**src/rtl/inert_spi_resp.sv**
```systemverilog
// -----------------------------------------------------------------------------
// inert_spi_resp
//
// SPI responder that models the 6-axis inertial sensor on the far end of the
// gyro/accel SPI link. The sensor-side master issues 16-bit mode-0 frames:
//   bit15     : 1 = read, 0 = write
//   bits14:8  : register address
//   bits7:0   : write data (don't-care on reads)
// Reads return the addressed byte on MISO in the second half of the same
// frame. Writes and read side effects take effect only when SS_n rises after
// a complete 16-bit frame. A frame that ends early is dropped.
//
// While sampling is enabled (bit1 of register 0x0D), pitch-rate and Z-accel
// samples are latched into a shadow copy every SMPL_PERIOD clocks and INT is
// raised. A completed read of 0x22 clears INT.
//
// Register map (unlisted addresses read 0x00, writes to them are ignored):
//   0x0D, 0x10, 0x11, 0x14 : read/write configuration
//   0x22 / 0x23            : shadow pitch rate, low / high byte
//   0x2C / 0x2D            : shadow Z accel, low / high byte
//   0x1E                   : status {6'b0, overrun, data_avail}; only when
//                            INERT_STATUS_REG_EN is defined, else reads 0x00
//
// Handshake: there is no valid/ready pair here; the SPI timing is owned by the
// master. SS_n low frames a transfer, MOSI is taken on the synchronized SCLK
// rise and MISO changes on the synchronized SCLK fall. SCLK high and low
// phases must each last at least 4 clk so the synchronized edges never overlap.
//
// Ports:
//   clk          system clock
//   rst          asynchronous active-high reset
//   SS_n         active-low slave select
//   SCLK         SPI clock, mode 0, idle low
//   MOSI         serial data from the master, MSB first
//   MISO         serial data to the master, MSB first
//   INT          data ready, active high
//   ptch_rt_in   signed pitch-rate sample source
//   AZ_in        signed Z-accel sample source
//   int_en       bit1 of register 0x0D; sampling enabled
//
// Parameters:
//   SMPL_PERIOD     clk cycles between sample ticks while sampling is enabled
//   SS_SYNC_STAGES  synchronizer depth for SS_n, SCLK, MOSI (minimum 3)
//
// Build option:
//   INERT_STATUS_REG_EN  adds the status register at 0x1E with overrun flag
// -----------------------------------------------------------------------------
module inert_spi_resp #(
  parameter logic [15:0] SMPL_PERIOD    = 16'd4096,
  parameter int          SS_SYNC_STAGES = 3
) (
  input  logic        clk,
  input  logic        rst,
  input  logic        SS_n,
  input  logic        SCLK,
  input  logic        MOSI,
  output logic        MISO,
  output logic        INT,
  input  logic [15:0] ptch_rt_in,
  input  logic [15:0] AZ_in,
  output logic        int_en
);

  localparam int NS = SS_SYNC_STAGES;

  localparam logic [6:0] A_CFG = 7'h0D;
  localparam logic [6:0] A_R10 = 7'h10;
  localparam logic [6:0] A_R11 = 7'h11;
  localparam logic [6:0] A_R14 = 7'h14;
  localparam logic [6:0] A_PLO = 7'h22;
  localparam logic [6:0] A_PHI = 7'h23;
  localparam logic [6:0] A_ZLO = 7'h2C;
  localparam logic [6:0] A_ZHI = 7'h2D;
`ifdef INERT_STATUS_REG_EN
  localparam logic [6:0] A_STAT = 7'h1E;
`endif

  typedef enum logic [1:0] {
    ST_IDLE = 2'd0,
    ST_CMD  = 2'd1,
    ST_DATA = 2'd2,
    ST_END  = 2'd3
  } state_t;

  // ---------------------------------------------------------------------------
  // Declarations
  // ---------------------------------------------------------------------------
  logic [NS-1:0] ss_sync;
  logic [NS-1:0] sclk_sync;
  logic [NS-1:0] mosi_sync;

  logic          sclk_rise;
  logic          sclk_fall;
  logic          ss_rise;
  logic          ss_fall;
  logic          ss_active;
  logic          mosi_s;

  state_t        state;
  state_t        state_nxt;
  logic          frame_start;
  logic          cmd_done;
  logic          data_done;
  logic          commit;

  logic [3:0]    bit_cnt;
  logic [6:0]    rx_sr;
  logic [7:0]    cmd_byte;
  logic [7:0]    tx_sr;
  logic          miso_q;
  logic          cmd_rd;
  logic [6:0]    cmd_addr;
  logic [7:0]    wdata;
  logic [7:0]    rd_data;

  logic [7:0]    reg_0d;
  logic [7:0]    reg_10;
  logic [7:0]    reg_11;
  logic [7:0]    reg_14;
  logic [15:0]   ptch_sh;
  logic [15:0]   az_sh;

  logic          wr_commit;
  logic          wr_0d_now;
  logic          int_clr;
  logic          samp_en;
  logic [15:0]   smpl_cnt;
  logic          tick;
  logic          pend_q;
  logic          latch;
  logic          int_q;
`ifdef INERT_STATUS_REG_EN
  logic          ovr_q;
  logic          ovr_clr;
`endif

  // ---------------------------------------------------------------------------
  // Input synchronizers. Index 0 is the newest stage, NS-1 the oldest; an
  // edge is seen when the two oldest stages differ.
  // ---------------------------------------------------------------------------
  always_ff @(posedge clk or posedge rst) begin
    if (rst) begin
      ss_sync   <= '0;
      sclk_sync <= '0;
      mosi_sync <= '0;
    end else begin
      ss_sync   <= {ss_sync[NS-2:0], SS_n};
      sclk_sync <= {sclk_sync[NS-2:0], SCLK};
      mosi_sync <= {mosi_sync[NS-2:0], MOSI};
    end
  end

  assign sclk_rise = sclk_sync[NS-2] & ~sclk_sync[NS-1];
  assign sclk_fall = ~sclk_sync[NS-2] & sclk_sync[NS-1];
  assign ss_rise   = ss_sync[NS-2] & ~ss_sync[NS-1];
  assign ss_fall   = ~ss_sync[NS-2] & ss_sync[NS-1];
  // MOSI is taken from the same stage as the SCLK edge decision.
  assign mosi_s    = mosi_sync[NS-2];
  // Uses the oldest stage, so it stays high through the cycle that sees the
  // SS_n rise; a deferred sample therefore lands one cycle after the commit.
  assign ss_active = ~ss_sync[NS-1];

  // ---------------------------------------------------------------------------
  // Frame FSM
  // ---------------------------------------------------------------------------
  always_ff @(posedge clk or posedge rst) begin
    if (rst) begin
      state <= ST_IDLE;
    end else begin
      state <= state_nxt;
    end
  end

  always_comb begin
    state_nxt   = state;
    frame_start = 1'b0;
    cmd_done    = 1'b0;
    data_done   = 1'b0;
    commit      = 1'b0;
    case (state)
      ST_IDLE: begin
        if (ss_fall) begin
          state_nxt   = ST_CMD;
          frame_start = 1'b1;
        end
      end
      ST_CMD: begin
        if (ss_rise) begin
          state_nxt = ST_IDLE;            // short frame: dropped
        end else if (sclk_rise && (bit_cnt == 4'd7)) begin
          state_nxt = ST_DATA;
          cmd_done  = 1'b1;
        end
      end
      ST_DATA: begin
        if (ss_rise) begin
          state_nxt = ST_IDLE;            // short frame: dropped
        end else if (sclk_rise && (bit_cnt == 4'd15)) begin
          state_nxt = ST_END;
          data_done = 1'b1;
        end
      end
      ST_END: begin
        if (ss_rise) begin
          state_nxt = ST_IDLE;
          commit    = 1'b1;
        end
      end
      default: state_nxt = ST_IDLE;
    endcase
  end

  // Byte formed by the seven bits already shifted in plus the current MOSI.
  assign cmd_byte = {rx_sr, mosi_s};

  // ---------------------------------------------------------------------------
  // Read mux, addressed by the command byte as it completes.
  // ---------------------------------------------------------------------------
  always_comb begin
    rd_data = 8'h00;
    case (cmd_byte[6:0])
      A_CFG:   rd_data = reg_0d;
      A_R10:   rd_data = reg_10;
      A_R11:   rd_data = reg_11;
      A_R14:   rd_data = reg_14;
      A_PLO:   rd_data = ptch_sh[7:0];
      A_PHI:   rd_data = ptch_sh[15:8];
      A_ZLO:   rd_data = az_sh[7:0];
      A_ZHI:   rd_data = az_sh[15:8];
`ifdef INERT_STATUS_REG_EN
      A_STAT:  rd_data = {6'd0, ovr_q, int_q};
`endif
      default: rd_data = 8'h00;
    endcase
  end

  // ---------------------------------------------------------------------------
  // Shift datapath. MISO is registered and only moves on SCLK falls, so the
  // read byte loaded at the 8th rise first appears at the 8th fall.
  // ---------------------------------------------------------------------------
  always_ff @(posedge clk or posedge rst) begin
    if (rst) begin
      bit_cnt  <= 4'd0;
      rx_sr    <= 7'd0;
      tx_sr    <= 8'h00;
      miso_q   <= 1'b0;
      cmd_rd   <= 1'b0;
      cmd_addr <= 7'd0;
      wdata    <= 8'h00;
    end else begin
      if (frame_start) begin
        bit_cnt <= 4'd0;
        tx_sr   <= 8'h00;
      end
      if (((state == ST_CMD) || (state == ST_DATA)) && sclk_rise) begin
        bit_cnt <= bit_cnt + 4'd1;
        rx_sr   <= cmd_byte[6:0];
      end
      if (state == ST_IDLE) begin
        miso_q <= 1'b0;
      end else if (sclk_fall) begin
        miso_q <= tx_sr[7];
        tx_sr  <= {tx_sr[6:0], 1'b0};
      end
      // Falls never coincide with the 8th rise, so this load is not lost.
      if (cmd_done) begin
        cmd_rd   <= cmd_byte[7];
        cmd_addr <= cmd_byte[6:0];
        tx_sr    <= cmd_byte[7] ? rd_data : 8'h00;
      end
      if (data_done) begin
        wdata <= cmd_byte;
      end
    end
  end

  // ---------------------------------------------------------------------------
  // Configuration registers, written only on commit.
  // ---------------------------------------------------------------------------
  assign wr_commit = commit && !cmd_rd;
  assign int_clr   = commit && cmd_rd && (cmd_addr == A_PLO);

  always_ff @(posedge clk or posedge rst) begin
    if (rst) begin
      reg_0d <= 8'h00;
      reg_10 <= 8'h00;
      reg_11 <= 8'h00;
      reg_14 <= 8'h00;
    end else if (wr_commit) begin
      case (cmd_addr)
        A_CFG:   reg_0d <= wdata;
        A_R10:   reg_10 <= wdata;
        A_R11:   reg_11 <= wdata;
        A_R14:   reg_14 <= wdata;
        default: ;
      endcase
    end
  end

  // ---------------------------------------------------------------------------
  // Sampling. A commit to 0x0D takes effect in its own cycle, so a disable
  // stops the counter immediately and an enable starts it immediately.
  // A tick inside a frame is parked in pend_q and applied once SS_n is high,
  // so one frame never returns bytes from two different samples.
  // ---------------------------------------------------------------------------
  assign wr_0d_now = wr_commit && (cmd_addr == A_CFG);
  assign samp_en   = wr_0d_now ? wdata[1] : reg_0d[1];
  assign tick      = samp_en && (smpl_cnt == (SMPL_PERIOD - 16'd1));
  assign latch     = samp_en && (tick || pend_q) && !ss_active;

  always_ff @(posedge clk or posedge rst) begin
    if (rst) begin
      smpl_cnt <= 16'd0;
      pend_q   <= 1'b0;
      int_q    <= 1'b0;
      ptch_sh  <= 16'd0;
      az_sh    <= 16'd0;
    end else begin
      if (!samp_en || tick) begin
        smpl_cnt <= 16'd0;
      end else begin
        smpl_cnt <= smpl_cnt + 16'd1;
      end

      if (!samp_en || latch) begin
        pend_q <= 1'b0;
      end else if (tick) begin
        pend_q <= 1'b1;
      end

      if (latch) begin
        ptch_sh <= ptch_rt_in;
        az_sh   <= AZ_in;
      end

      // Set has priority over the read-clear.
      if (!samp_en) begin
        int_q <= 1'b0;
      end else if (latch) begin
        int_q <= 1'b1;
      end else if (int_clr) begin
        int_q <= 1'b0;
      end
    end
  end

`ifdef INERT_STATUS_REG_EN
  // Overrun: a new sample arrived while the previous one was still unread.
  assign ovr_clr = commit && cmd_rd && (cmd_addr == A_STAT);

  always_ff @(posedge clk or posedge rst) begin
    if (rst) begin
      ovr_q <= 1'b0;
    end else if (latch && int_q) begin
      ovr_q <= 1'b1;
    end else if (ovr_clr) begin
      ovr_q <= 1'b0;
    end
  end
`endif

  assign MISO   = miso_q;
  assign INT    = int_q;
  assign int_en = reg_0d[1];

endmodule

```
**config.mk**
```make
export PLATFORM = sky130hd
export DESIGN_NAME = inert_spi_resp
export DESIGN_NICKNAME = d
export VERILOG_FILES = /design/src/rtl/inert_spi_resp.sv
export SDC_FILE = /design/constraint.sdc
export NUM_CORES = 1
export LEC_CHECK = 0
export BUFFER_PORTS_ARGS = -buffer_cell sky130_fd_sc_hd__buf_4
export CORE_MARGIN = 2
export CORE_UTILIZATION = 30
export CTS_CLUSTER_SIZE = 28
export DETAILED_ROUTE_END_ITERATION = 8
export PLACE_DENSITY_LB_ADDON = 0.1
export SETUP_SLACK_MARGIN = 0.05
export SLEW_MARGIN = 20
export SYNTH_ARGS = -nofsm -noshare
export SYNTH_HDL_FRONTEND = slang
export SYNTH_SLANG_ARGS = --single-unit
```
**constraint.sdc**
```tcl
create_clock -name clk -period 5.1 [get_ports clk]
set_clock_uncertainty 0.2 [all_clocks]
set_input_delay 0.765 -clock clk [delete_from_list [all_inputs] [get_ports clk]]
set_output_delay 0.765 -clock clk [all_outputs]
set_load 0.02 [all_outputs]
```
==> results.txt <==
----------------------------------------------------
[Outcome]
  Run status ... completed

[Drt]
  Post-DR vias/cell ... 4.858
  Starting DRC count in detailed routing ... 226
  Wire length per cell after detailed routing ... between 15 and 20 um
  Initial DRT Pass Iterations ... 4
  # DRC ... 0
  Routed WL ... 14300 um
  Via count ... 3872
  Post-route ant nets ... 0

[Die]
  Number of cell rows ... 51
  Die area ... approximately 21000 um2
  Die Ht ... 144.8 um
  Horiz. Die Dim ... 144.8 um
  Area of the placeable core ... 19460 um2
  Starting Density ... 0.3056
  Boundary pin count ... 40

[Synth]
  Number of flops mapped to enable cells by yosys ... 0
  Fraction of the yosys area taken by sequential cells ... 0.5386
  Top area cells in the synthesized netlist ... dfrtp_1 (54%), mux2_2 (9.3%), mux2_4 (7.6%)
  Post-synthesis instance area ... 5947 um2
  Count of unique library cells instantiated by Yosys ... 62
  Yosys top cell area share ... 0.5386
  Number of cells produced by synthesis ... 478
  Share of synthesized flip-flops with an asynchronous set or reset ... 1.000
  Number of warnings printed during yosys synthesis ... 0
  Most used flip-flop cell after synthesis ... dfrtp_1
  Net count after synthesis ... 521
  Synth Register Bits ... 128
  Cell type with the largest total area after synthesis ... dfrtp_1
  Avg Synthesized Cell Area ... 12.44 um2

[Setup path]
  Nature of the critical path startpoint ... register
  CP Capture Type ... register
  Worst path slowest cell ... nor4_4
  Worst path required time ... 5.20 ns
  Critical-path cell list ... or3b_4 > nor4_4 > mux2i_1 > inv_2 > o211ai_4 > buf_4 > mux2_1
  Worst reg2reg endpoint ... ptch_sh[13]$_DFFE_PP0P_
  R2R setup slack ... approximately 1.7 ns
  Maximum fanout along the worst path ... 31
  Delay of the slowest cell on the worst path ... just over 0.6 ns
  Crit path DAT ... 3.51 ns
  Crit Reg-Reg Startpoint ... cmd_rd$_DFFE_PP0P_
  Count of cells along the worst register-to-register path ... 7
  Worst setup path class ... reg -> reg

[Place]
  HPWL after DPL ... 9760 um
  Routability-driven placement congestion ratio ... slightly above 0.8
  Cell area after placement ... 6519 um2
  Number of placed cells counting well taps ... roughly 770
  Worst setup slack before clock tree synthesis ... 1.677 ns
  Buffers added on ports ... 39

[GRT]
  Largest net degree at the start of global routing ... 70
  Vias in the first global route ... between 3000 and 4000
  First-pass GRT wire length ... 22930 um
  GRT Overall Usage ... 0.1480
  Antenna violations before repair ... 0
  GR Overflow Total ... 0

[STA]
  Max Clk Rate ... 0.2931 GHz
  Number of endpoints failing setup at the final stage ... 0
  Max-slew violation total from the final report ... 0
  Worst Tran Pin Value ... between 0.8 and 0.9 ns
  Number of hold violations in the final report ... 0
  Fin crit period ... 3.412 ns
  Share of the clock period used by the worst path after layout ... 0.6690
  Slew Limit Headroom ... 0.4095
  Hold Worst Slack ... 0.1500 ns
  Setup repair after global routing missed its margin ... no
  Final WS setup ... 1.688 ns
  Fin Setup TNS ... 0 ns

[Min path]
  Classification of the worst-slack hold path ... reg -> reg
  Worst Hold Endpoint ... sclk_sync[1]$_DFF_PP0_
  Hold Crit Start ... sclk_sync[0]$_DFF_PP0_
  Worst hold stages ... 0

[Final layout]
  Total inserted antenna cells ... 0
  Area growth from synthesis to final layout ... 19.69%
  Number of non-filler instances in the completed layout ... ~800
  Share of post-route cells with drive strength above 1 ... 0.3120
  Final Cell Area ... 7118 um2
  Post-layout net count ... 562

[Clocking]
  Master cell of the clock root buffer ... clkbuf_16
  H-tree depth ... 4
  Max Buffers Root-to-Sink ... 2
  Sink count of the clock tree ... 128
  Source-to-sink clock delay at the later pin of the worst-skew pair ... 0.42 ns
  CTS clock-pin slew for the worst setup and hold paths ... 0.06 ns
  Number of gates resized after CTS ... 0
  Clock buffer count from CTS ... 17
  TritonCTS clock tree ... yes
  Number of post-CTS setup repair buffers ... 0
  Hold buffer count at cts ... 0

[Pwr]
  Static Leakage ... about 3.3 nW
  Worst supply voltage drop on vdd ... 206.8 uV
  Total power density per cell area ... ~380 nW/um2

[Flow run]
  Max cap viols ... 0

----------------------------------------------------
-- routing by layer --
layer / GRT usage / share of wire
met5: 0 / 0
met4: 0.04957 / 0.016
met2: 0.2301 / 0.47
met1: 0.2010 / 0.47
met3: 0.03817 / 0.045
-- Yosys cell counts (all sizes together) (3+ instances only) --
library cell and instances:
nand3 14, and4 3, ha 6, nor4 4, dfrtp 128, inv 11, o22ai 8, a221o 4
mux2i 20, and2 5, clkbuf 15, nand2 37, and3 6, a211oi 3, buf 7, a21oi 3
nand4 5, mux2 81, xor2 7, nor2 30, or2 3, xnor2 5, nand2b 3, nand3b 6
or3 3, o21ai 14, nor3 6
-- worst max-delay path, delay by kind of cell (launching register included) --
family                 cells  cell delay (ns)
AO/OA/AOI/OAI              1             0.12
buffers and inverters      2             0.64
flip-flops                 1             0.41
multiplexers               2             0.86
AND/OR/NAND/NOR            2             1.04
-- sequential cells by signal, indices dropped and copies added (netlist names), 2 cells and up --
name / flops
tx_sr: 8
bit_cnt: 4
reg_0d: 8
reg_14: 8
wdata: 8
reg_10: 8
state: 2
mosi_sync: 2
rx_sr: 7
ss_sync: 3
reg_11: 8
smpl_cnt: 16
az_sh: 16
sclk_sync: 3
cmd_addr: 7
ptch_sh: 16
-- layout by cell type (no fill, tap or decap), types with 5 or more instances in the layout --
cell	count
dfrtp_1	128
mux2_2	49
buf_4	43
nand2_1	37
nor2_1	30
mux2_4	30
mux2i_1	20
clkbuf_16	17
o21ai_0	14
nand3_1	14
inv_1	9
o22ai_1	8
xor2_1	7
and3_1	6
nor3_1	6
nand3b_1	6
ha_1	6
nand4_1	5
xnor2_1	5
clkinvlp_4	5
-- logic make-up after synthesis --
kind of cell	share of synthesized area
mux	0.2060
buf+inv	0.02461
simple gates	0.1281
xor+xnor	0.01767
fa+ha+maj	0.01262
compound gates	0.07238
flops	0.5386
-- cell type report --
class	instances	area [um2]
Clock inverter	13	138.9
Fill cell	1929	12340
Sequential cell	128	3203
Multi-Input combinational cell	317	2605
Tap cell	265	331.6
Clock buffer	19	452.9
Timing Repair Buffer	44	342.8
Inverter	11	43.79
-- power breakdown --
group | internal (mW) | total (mW) | switching (mW) | leakage (nW)
sequential | 1.07 | 1.19 | 0.124 | 1.69
clock | 0.744 | 1.21 | 0.471 | 0.277
combinational | 0.135 | 0.308 | 0.173 | 1.30
total | 1.95 | 2.72 | 0.767 | 3.26
-- worst max path at each step --
stage,from,to,cells past startpoint
6_report,cmd_rd$_DFFE_PP0P_,ptch_sh[13]$_DFFE_PP0P_,7
5_1_grt,state[0]$_DFFE_PP0P_,ptch_sh[13]$_DFFE_PP0P_,8
4_1_cts,cmd_rd$_DFFE_PP0P_,ptch_sh[13]$_DFFE_PP0P_,7
3_5_place_dp,cmd_rd$_DFFE_PP0P_,ptch_sh[13]$_DFFE_PP0P_,7
3_3_place_gp,cmd_rd$_DFFE_PP0P_,ptch_sh[14]$_DFFE_PP0P_,7
2_1_floorplan,rst,INT$_DFFE_PP0P_,1
-- stage by stage --
stage / utilization / total power, mW
2_1_floorplan: - / 1.390
6_report: 0.3657 / 2.715
4_1_cts: 0.3653 / 2.752
5_1_grt: 0.3657 / 2.846
3_3_place_gp: 0.3349 / 1.511
3_5_place_dp: 0.3349 / 1.520
Note: power is estimated with default switching activity, not from simulation.
